==> src/rtl/mem_port_arbiter_pkg.sv <==
// Shared types and defaults for the memory port arbiter.
package mem_port_arbiter_pkg;

  // Arbiter FSM encodings.
  typedef enum logic [1:0] {
    ARB_IDLE = 2'd0,
    ARB_BUSY = 2'd1,
    ARB_DONE = 2'd2
  } arb_state_e;

  // Default watchdog limit in cycles.
  localparam int unsigned DEF_TIMEOUT_CYCLES = 255;

  // Index width for a channel count; a single channel still needs one bit.
  function automatic int unsigned idx_width(input int unsigned n);
    return (n > 1) ? $clog2(n) : 1;
  endfunction

endpackage

==> src/rtl/mem_port_arbiter_rr_arbiter.sv <==
// Combinational round-robin picker: first requester at or above the pointer, with wrap.
module rr_arbiter #(
  parameter int unsigned N     = 2,
  parameter int unsigned IDX_W = 1
) (
  input  logic [N-1:0]     i_req,
  input  logic [IDX_W-1:0] i_ptr,
  output logic [N-1:0]     o_grant_c,
  output logic [IDX_W-1:0] o_idx_c,
  output logic             o_valid_c
);

  logic [IDX_W:0]   w_sum;
  logic [IDX_W-1:0] w_cand;

  // Walk the channels from the pointer upward and keep the first hit.
  always_comb begin
    o_grant_c = '0;
    o_idx_c   = '0;
    o_valid_c = 1'b0;
    w_sum     = '0;
    w_cand    = '0;
    for (int unsigned k = 0; k < N; k++) begin
      w_sum = {1'b0, i_ptr} + (IDX_W+1)'(k);
      if (w_sum >= (IDX_W+1)'(N)) begin
        w_sum = w_sum - (IDX_W+1)'(N);
      end
      w_cand = w_sum[IDX_W-1:0];
      if (!o_valid_c && i_req[w_cand]) begin
        o_valid_c         = 1'b1;
        o_idx_c           = w_cand;
        o_grant_c[w_cand] = 1'b1;
      end
    end
  end

endmodule

==> src/rtl/mem_port_arbiter.sv <==
// Shares one memory port among NUM_MASTERS requesters; one outstanding access, round-robin.
// Optional watchdog enabled by defining MEM_ARB_TIMEOUT_EN.
module mem_port_arbiter
  import mem_port_arbiter_pkg::*;
#(
  parameter int unsigned NUM_MASTERS    = 2,
  parameter int unsigned ADDR_W         = 32,
  parameter int unsigned DATA_W         = 32,
  parameter int unsigned TIMEOUT_CYCLES = DEF_TIMEOUT_CYCLES
) (
  input  logic                              clk,
  input  logic                              reset,
  input  logic [NUM_MASTERS-1:0]            m_ren,
  input  logic [NUM_MASTERS-1:0]            m_wen,
  input  logic [NUM_MASTERS*ADDR_W-1:0]     m_addr,
  input  logic [NUM_MASTERS*DATA_W-1:0]     m_wdata,
  input  logic [NUM_MASTERS*(DATA_W/8)-1:0] m_bsel,
  output logic [NUM_MASTERS-1:0]            m_ready,
  output logic                              m_err,
  output logic [DATA_W-1:0]                 m_rdata,
  output logic                              mem_ren,
  output logic                              mem_wen,
  output logic [ADDR_W-1:0]                 mem_addr,
  output logic [DATA_W-1:0]                 mem_wdata,
  output logic [(DATA_W/8)-1:0]             mem_bsel,
  input  logic                              mem_ready,
  input  logic [DATA_W-1:0]                 mem_rdata
);

  localparam int unsigned BSEL_W = DATA_W / 8;
  localparam int unsigned IDX_W  = idx_width(NUM_MASTERS);

  arb_state_e r_state, w_state_nxt;
  logic [IDX_W-1:0]       r_ptr, w_ptr_nxt;
  logic [IDX_W-1:0]       r_grant, w_grant_nxt;
  logic                   r_mem_ren, w_mem_ren_nxt;
  logic                   r_mem_wen, w_mem_wen_nxt;
  logic [ADDR_W-1:0]      r_mem_addr, w_mem_addr_nxt;
  logic [DATA_W-1:0]      r_mem_wdata, w_mem_wdata_nxt;
  logic [BSEL_W-1:0]      r_mem_bsel, w_mem_bsel_nxt;
  logic [NUM_MASTERS-1:0] r_m_ready, w_m_ready_nxt;
  logic                   r_m_err, w_m_err_nxt;
  logic [DATA_W-1:0]      r_m_rdata, w_m_rdata_nxt;

  logic [NUM_MASTERS-1:0] w_req;
  logic [NUM_MASTERS-1:0] w_arb_grant;
  logic [IDX_W-1:0]       w_arb_idx;
  logic                   w_arb_valid;
  logic [ADDR_W-1:0]      w_sel_addr;
  logic [DATA_W-1:0]      w_sel_wdata;
  logic [BSEL_W-1:0]      w_sel_bsel;
  logic                   w_sel_ren;
  logic                   w_sel_wen;
  logic                   w_timeout;

  assign w_req = m_ren | m_wen;

  rr_arbiter #(
    .N     (NUM_MASTERS),
    .IDX_W (IDX_W)
  ) u_rr_arbiter (
    .i_req     (w_req),
    .i_ptr     (r_ptr),
    .o_grant_c (w_arb_grant),
    .o_idx_c   (w_arb_idx),
    .o_valid_c (w_arb_valid)
  );

  // Select the winning channel's request payload.
  always_comb begin
    w_sel_addr  = '0;
    w_sel_wdata = '0;
    w_sel_bsel  = '0;
    w_sel_ren   = 1'b0;
    w_sel_wen   = 1'b0;
    for (int unsigned i = 0; i < NUM_MASTERS; i++) begin
      if (w_arb_grant[i]) begin
        w_sel_addr  = m_addr[i*ADDR_W +: ADDR_W];
        w_sel_wdata = m_wdata[i*DATA_W +: DATA_W];
        w_sel_bsel  = m_bsel[i*BSEL_W +: BSEL_W];
        w_sel_ren   = m_ren[i];
        w_sel_wen   = m_wen[i];
      end
    end
  end

`ifdef MEM_ARB_TIMEOUT_EN
  localparam int unsigned CNT_W = $clog2(TIMEOUT_CYCLES + 1);

  logic [CNT_W-1:0] r_cnt, w_cnt_nxt;

  assign w_timeout = (r_cnt == CNT_W'(TIMEOUT_CYCLES));

  // Count BUSY cycles; held at zero elsewhere so each access starts fresh.
  always_comb begin
    w_cnt_nxt = '0;
    if (r_state == ARB_BUSY) begin
      w_cnt_nxt = r_cnt + CNT_W'(1);
    end
  end

  // Watchdog counter register.
  always_ff @(posedge clk or negedge reset) begin
    if (!reset) begin
      r_cnt <= '0;
    end else begin
      r_cnt <= w_cnt_nxt;
    end
  end
`else
  // Without the watchdog BUSY waits for mem_ready indefinitely.
  localparam logic TIMEOUT_ANY = (TIMEOUT_CYCLES != 0);
  assign w_timeout = 1'b0 & TIMEOUT_ANY;
`endif

  // Next-state and next-output logic for the arbiter FSM.
  always_comb begin
    w_state_nxt     = r_state;
    w_ptr_nxt       = r_ptr;
    w_grant_nxt     = r_grant;
    w_mem_ren_nxt   = r_mem_ren;
    w_mem_wen_nxt   = r_mem_wen;
    w_mem_addr_nxt  = r_mem_addr;
    w_mem_wdata_nxt = r_mem_wdata;
    w_mem_bsel_nxt  = r_mem_bsel;
    w_m_rdata_nxt   = r_m_rdata;
    w_m_ready_nxt   = '0;
    w_m_err_nxt     = 1'b0;
    unique case (r_state)
      ARB_IDLE: begin
        if (w_arb_valid) begin
          w_grant_nxt     = w_arb_idx;
          w_mem_addr_nxt  = w_sel_addr;
          w_mem_wdata_nxt = w_sel_wdata;
          w_mem_bsel_nxt  = w_sel_bsel;
          // A request with both ren and wen is issued as a write.
          w_mem_wen_nxt   = w_sel_wen;
          w_mem_ren_nxt   = w_sel_ren & ~w_sel_wen;
          w_state_nxt     = ARB_BUSY;
        end
      end
      ARB_BUSY: begin
        if (mem_ready) begin
          w_m_rdata_nxt          = mem_rdata;
          w_mem_ren_nxt          = 1'b0;
          w_mem_wen_nxt          = 1'b0;
          w_m_ready_nxt[r_grant] = 1'b1;
          w_state_nxt            = ARB_DONE;
        end else if (w_timeout) begin
          w_m_rdata_nxt          = '0;
          w_mem_ren_nxt          = 1'b0;
          w_mem_wen_nxt          = 1'b0;
          w_m_ready_nxt[r_grant] = 1'b1;
          w_m_err_nxt            = 1'b1;
          w_state_nxt            = ARB_DONE;
        end
      end
      ARB_DONE: begin
        if (r_grant == IDX_W'(NUM_MASTERS - 1)) begin
          w_ptr_nxt = '0;
        end else begin
          w_ptr_nxt = r_grant + IDX_W'(1);
        end
        w_state_nxt = ARB_IDLE;
      end
      default: begin
        w_state_nxt = ARB_IDLE;
      end
    endcase
  end

  // State, pointer and registered outputs.
  always_ff @(posedge clk or negedge reset) begin
    if (!reset) begin
      r_state     <= ARB_IDLE;
      r_ptr       <= '0;
      r_grant     <= '0;
      r_mem_ren   <= 1'b0;
      r_mem_wen   <= 1'b0;
      r_mem_addr  <= '0;
      r_mem_wdata <= '0;
      r_mem_bsel  <= '0;
      r_m_ready   <= '0;
      r_m_err     <= 1'b0;
      r_m_rdata   <= '0;
    end else begin
      r_state     <= w_state_nxt;
      r_ptr       <= w_ptr_nxt;
      r_grant     <= w_grant_nxt;
      r_mem_ren   <= w_mem_ren_nxt;
      r_mem_wen   <= w_mem_wen_nxt;
      r_mem_addr  <= w_mem_addr_nxt;
      r_mem_wdata <= w_mem_wdata_nxt;
      r_mem_bsel  <= w_mem_bsel_nxt;
      r_m_ready   <= w_m_ready_nxt;
      r_m_err     <= w_m_err_nxt;
      r_m_rdata   <= w_m_rdata_nxt;
    end
  end

  assign m_ready   = r_m_ready;
  assign m_err     = r_m_err;
  assign m_rdata   = r_m_rdata;
  assign mem_ren   = r_mem_ren;
  assign mem_wen   = r_mem_wen;
  assign mem_addr  = r_mem_addr;
  assign mem_wdata = r_mem_wdata;
  assign mem_bsel  = r_mem_bsel;

endmodule

==> config.mk <==
export PLATFORM = sky130hd
export DESIGN_NAME = mem_port_arbiter
export DESIGN_NICKNAME = d
export VERILOG_FILES = /design/src/rtl/mem_port_arbiter_pkg.sv /design/src/rtl/mem_port_arbiter_rr_arbiter.sv /design/src/rtl/mem_port_arbiter.sv
export SDC_FILE = /design/constraint.sdc
export NUM_CORES = 1
export LEC_CHECK = 0
export BUFFER_PORTS_ARGS = -buffer_cell sky130_fd_sc_hd__buf_2
export CAP_MARGIN = 20
export CORE_MARGIN = 2
export CORE_UTILIZATION = 38
export DETAILED_ROUTE_END_ITERATION = 6
export PLACE_DENSITY_LB_ADDON = 0.05
export RECOVER_POWER = 100
export SLEW_MARGIN = 20
export SYNTH_ARGS = -nofsm -noshare
export SYNTH_HDL_FRONTEND = slang
export SYNTH_SLANG_ARGS = --single-unit
==> constraint.sdc <==
create_clock -name clk -period 1.5 [get_ports clk]
set_input_delay 0.45 -clock clk [delete_from_list [all_inputs] [get_ports clk]]
set_output_delay 0.45 -clock clk [all_outputs]
set_load 0.05 [all_outputs]
* Word-level counts from Yosys, hierarchy flattened
Index checks and enable logic that the tools add are counted.
Storage, ports and cells: flip-flop bits (word level) 108, bits in latches 0, bits in writable memories 0, memory bits (read-only) 0, bits of input ports 175, output and inout bits 105, logic and storage cells 80, memories 0
Operators by class: add/subtract/negate cells 4, multiply operators 0, divide/modulo/power cells 0, $lt $le $gt $ge 8, eq/ne operators 4, shift operators 0, muxes and demuxes 39, bitwise logic cells 4, reductions and logical operators 11
Operators with widths (count):
- $mux W32 | 4
- $mux W1 | 21
- $mux W2 | 6
- $mux W4 | 2
- $lt A1 B2 Y1 const B | 3
- $reduce_and A2 Y1 | 3
- $logic_and A1 B1 Y1 | 4
- $or A2 B2 Y2 | 2
- $pmux W1 S2 | 2
- $pmux W2 S2 | 1
- $demux W1 S1 | 3
- $ge A1 B1 Y1 const B | 3
- $reduce_and A3 Y1 | 1
- $add A1 B1 Y2 const B | 1
- $eq A2 B1 Y1 const B | 1
- $eq A2 B2 Y1 const B | 1
- $ge A1 B2 Y1 const B | 1
- $ge A2 B2 Y1 const B | 1
- $logic_not A2 Y1 | 1
- $ne A2 B1 Y1 const B | 1
- $ne A2 B2 Y1 const B | 1
- $reduce_bool A2 Y1 | 1
- $sub A1 B1 Y1 const B | 2
- $add A1 B1 Y1 const B | 1
- 3 further kinds | 3

* Logic depth before layout (Yosys ltp)
depth in word-level cells 15, mapped depth 7, gate-level depth less buffers 4

* Cells and area by module
Synthesis repeated with hierarchy kept, for this count alone.
Unflattened totals: cells, all modules 415, area, all modules 5001.0 µm²
Modules (own cells, without submodules):
- mem_port_arbiter | instances 1, cells an instance 410, area each 4968.5 µm², sequential area each 2702.6 µm²
- rr_arbiter | instances 1, cells an instance 5, area each 32.5 µm², sequential area each 0.0 µm²

* Worst setup path after synthesis
No wires, ideal clock.
path type input to register, start point input m_wen[0], end point register r_mem_addr[15], in the netlist mem_addr[15], library setup time 127 ps, data arrival time 1433 ps, required time 1373 ps, slack -60 ps, stages 7, path through nor2_1 > o221a_1 > buf_6 > buf_6 > buf_6 > a222oi_1 > inv_1
Between the ends: word-level cells in the longest chain between the ends 9, elaborated cells between the ends (all ways) 15
RTL lines:
- start, declared | RTL line mem_port_arbiter.sv:14 | input logic [NUM_MASTERS-1:0] m_wen,
- $or A2 B2 Y2 (*) | RTL line mem_port_arbiter.sv:56 | assign w_req = m_ren | m_wen;
- $mux W1 (implied by the code) (2 in a row) | RTL line mem_port_arbiter_rr_arbiter.sv:29 | if (!o_valid_c && i_req[w_cand]) begin
- $mux W1 | RTL line mem_port_arbiter_rr_arbiter.sv:29
- $logic_not A1 Y1 | RTL line mem_port_arbiter_rr_arbiter.sv:29
- $logic_and A1 B1 Y1 | RTL line mem_port_arbiter_rr_arbiter.sv:29
- $mux W2 | RTL line mem_port_arbiter_rr_arbiter.sv:29
- $mux W32 (2 in a row) | RTL line mem_port_arbiter.sv:77 | if (w_arb_grant[i]) begin
- end signal, assigned | RTL line mem_port_arbiter.sv:192 | r_mem_addr <= w_mem_addr_nxt;
- end, declared | RTL line mem_port_arbiter.sv:38 | logic [ADDR_W-1:0] r_mem_addr, w_mem_addr_nxt;
Mark *: on every way between the ends. The rest lies on a longest branch, timed or not. The select of a mux whose other input is x is not followed. A chain may end at the register's enable or synchronous reset.

* Worst setup path in the final report
start point input m_wen[0], end point register r_mem_wen, in the netlist mem_wen
Between the ends: word-level cells in the longest chain between the ends 11, elaborated cells between the ends (all ways) 18
RTL lines:
- $or A2 B2 Y2 | RTL line mem_port_arbiter.sv:56
- $mux W1 (implied by the code) (2 in a row) | RTL line mem_port_arbiter_rr_arbiter.sv:29
- $mux W1 | RTL line mem_port_arbiter_rr_arbiter.sv:29
- $logic_not A1 Y1 | RTL line mem_port_arbiter_rr_arbiter.sv:29
- $logic_and A1 B1 Y1 | RTL line mem_port_arbiter_rr_arbiter.sv:29
- $mux W2 | RTL line mem_port_arbiter_rr_arbiter.sv:29
- $mux W1 (2 in a row) | RTL line mem_port_arbiter.sv:77
- $mux W1 | RTL line mem_port_arbiter.sv:131 | if (w_arb_valid) begin
- $pmux W1 S2 | RTL line mem_port_arbiter.sv:129 | unique case (r_state)
- end signal, assigned | RTL line mem_port_arbiter.sv:191 | r_mem_wen <= w_mem_wen_nxt;
- end, declared | RTL line mem_port_arbiter.sv:37 | logic r_mem_wen, w_mem_wen_nxt;
Parallel ways exist; a longest one is shown, timed or not. The select of a mux whose other input is x is not followed.

==> impl_metrics.env <==
export IMPL_slowest_stage="o41ai_4"
export IMPL_synthFlopType="dfrtp_1"
export IMPL_hpwl_um=10200
export IMPL_area_delta_synth_final_pct=51.09
export IMPL_cp_start_kind="input port"
export IMPL_outcome="finished, violations left"
export IMPL_ys_ff_latch=108
export IMPL_hold_viol=0
export IMPL_drt_pass1_iterations=7
export IMPL_fin_skew_ns=0.007391
export IMPL_synth_top_area_share_pct=62.66
export IMPL_grt_total_usage_pct=21.78
export IMPL_yosysSeqAreaShare_pct=62.66
export IMPL_cts_max_path_buffers=2
export IMPL_crit_family="buffers and inverters"
export IMPL_hold_path_class="input port to flip-flop"
export IMPL_ant_nets=0
export IMPL_n_antenna_cell=0
export IMPL_clock_sinks=108
export IMPL_cap_violations=0
export IMPL_wirelength_um=14760
export IMPL_synth_fp_nets=570
export IMPL_clkTransAtPathRegs_ns=0.07
export IMPL_rsz0062_at_grt="true"
export IMPL_die_h_um=110.5
export IMPL_antenna_found_initial=1
export IMPL_critPathBufInv=2
export IMPL_synthArstFlopShare_pct=100.0
export IMPL_grt_overflow=0
export IMPL_pin_count=280
export IMPL_endpoint_kind="flip-flop"
export IMPL_setup_viol_count_final=17
export IMPL_crit_fanout=26
export IMPL_max_freq_mhz=653.7
export IMPL_clk_insertion_delay_late_ns=0.34
export IMPL_h_tree_depth=3
export IMPL_die_w_um=110.5
export IMPL_nets=864
export IMPL_multi_input_area_sq_mm=0.001221
export IMPL_fin_ws_ns=-0.02984
export IMPL_crit_type="input port to flip-flop"
export IMPL_drive_gt1_share_pct=47.41
export IMPL_synth_area_leaders="dfrtp_1 63%, a222oi_1 16%, nand2_1 8.4%"
export IMPL_design_area_sq_mm=0.006516
export IMPL_vias_per_cell=5.159
export IMPL_n_fill_cell=1005
export IMPL_coreArea_sq_mm=0.01094
export IMPL_wl_per_cell_um=17.70
export IMPL_arrival_ns=1.75
export IMPL_yosys_warnings=0
export IMPL_cts_buffers_inserted=9
export IMPL_syn_inst=395
export IMPL_gp_congestion=0.8257
export IMPL_grt_max_degree=58
export IMPL_period_needed_ns=1.530
export IMPL_leakage_nw=3.792
export IMPL_fin_crit_sh_pct=102.0
export IMPL_power_density_mw_per_mm2=2809
export IMPL_drt_initial_drc_count=497
export IMPL_dp_slack_ns=-0.2381
export IMPL_drv_slew=0
export IMPL_regArea_sq_mm=0.002703
export IMPL_port_buffers=278
export IMPL_avgSynthCellArea_sq_um=10.92
export IMPL_placed_area_sq_mm=0.005989
export IMPL_ir_worst_vdd_uv=1424
export IMPL_grt_pass1_vias=4184
export IMPL_tightest_slew_ns=0.5283
export IMPL_synth_distinct_cells=24
export IMPL_yosysTopAreaCell="dfrtp_1"
export IMPL_drcViolationCount=2
export IMPL_grt_pass1_wl_um=21440
export IMPL_timing_hold_ws_ns=0.3012
export IMPL_die_area_sq_mm=0.01222
export IMPL_synth_edff_count=0
export IMPL_slowest_delay_ns=0.43
export IMPL_cts_tree="built"
export IMPL_violations="design-rule violations, negative setup slack"
export IMPL_cp_data_required_time_ns=1.72
export IMPL_synth_area_sq_mm=0.004313
export IMPL_crit_chain="buf_2 -> o41ai_4 -> buf_4 -> mux2_2"
export IMPL_max_slew_margin_pct=64.78
export IMPL_vias=4303
export IMPL_num_rows=38
export IMPL_start_util_pct=39.44
export IMPL_cts_root_buf="clkbuf_16"
[through the flow]
step                      instances  utilization, %  TNS [ns]  total power, mW
after detailed placement        805           54.77    -13.78            15.36
after global placement          805           54.77    -11.68            15.17
final                           834           59.59   -0.2232            18.30
after global routing            834           59.59    -5.470            19.29
after floorplan                 395               -   -0.7338            12.50
after CTS                       823           57.80   -0.1369            17.79
[cell usage after synthesis, types with 2 or more instances]
| cell type | instances |
|---|---|
| inv_1 | 69 |
| buf_4 | 2 |
| a222oi_1 | 68 |
| o21ai_0 | 4 |
| nor2_1 | 3 |
| buf_2 | 3 |
| dfrtp_1 | 108 |
| nand2b_1 | 3 |
| nand2_1 | 97 |
| clkbuf_1 | 21 |
| buf_6 | 3 |
| and2_1 | 2 |
[what timing repair did]
action	CTS	global route
setup buffers	1	2
endpoints found under the hold margin	4	0
gates resized for setup	8	10
hold buffers	1	0
endpoints found under the setup margin	68	102
pin swaps	6	23
gates cloned	1	9
[routing by layer]
metal / share of wire, % / routed length [um] / track usage (%)
met4: 2.7 / 392 / 7.500
met2: 52 / 7682 / 39.14
met1: 38 / 5579 / 25.17
met3: 7.4 / 1099 / 5.598
met5: 0.075 / 11 / 0
[sequential cells by signal, indices dropped and copies added (netlist names)]
signal,flops
m_rdata,32
mem_bsel,4
mem_wdata,32
mem_wen,1
mem_ren,1
r_grant,1
mem_addr,32
r_state,2
m_ready,2
r_ptr,1
[cell families after synthesis]
| group | share of synthesized area (%) |
|---|---|
| mux | 0.2611 |
| buf+inv | 9.486 |
| simple gates | 9.922 |
| flops | 62.66 |
| other cells | 0.08695 |
| compound gates | 17.58 |
[power by group]
group	switching, mW	leakage (nW)	total (mW)	internal, mW
registers	0.812	1.34	5.14	4.33
clock network	1.01	0.133	2.31	1.29
logic	7.70	2.32	10.9	3.16
total	9.52	3.79	18.3	8.78
[layout make-up]
class	count	share of cell area [%]
Clock buffer	12	3.629
Clock inverter	4	0.7680
Inverter	70	4.032
Multi-Input combinational cell	187	18.74
Sequential cell	108	41.47
Tap cell	140	2.688
Timing Repair Buffer	313	28.67
[worst min-delay path, delay by kind of cell]
kind | cells | cell delay [ns]
and+or+nand+nor | 2 | 0.08
buffers and inverters | 1 | 0.07
[cell usage in the layout (no fill, tap or decap), types with 2 or more instances in the layout]
| cell | instances |
|---|---|
| nand2_1 | 97 |
| dfrtp_1 | 108 |
| buf_4 | 8 |
| clkinvlp_4 | 2 |
| buf_6 | 11 |
| clkbuf_1 | 5 |
| o21ai_0 | 4 |
| and2_1 | 2 |
| a222oi_1 | 68 |
| buf_2 | 177 |
| inv_1 | 69 |
| clkbuf_2 | 101 |
| buf_8 | 3 |
| nand2b_1 | 3 |
| nor2_1 | 2 |
| clkbuf_16 | 15 |
| buf_12 | 4 |
[final timing paths]
path                       depth (start not counted)     startpoint            end  slack (ns)
setup / recovery                                   4       m_wen[0]        mem_wen       -0.03
hold / removal                                     3  mem_rdata[31]    m_rdata[31]        0.30
setup reg to reg                                   6     r_state[0]  mem_wdata[20]       -0.03
hold reg to reg                                    2    m_rdata[31]    m_rdata[31]        0.48
max in group asynchronous                          3          reset   mem_addr[12]        0.14
min in group asynchronous                          2          reset    m_rdata[18]        0.53
Note: power is estimated with default switching activity, not from simulation.
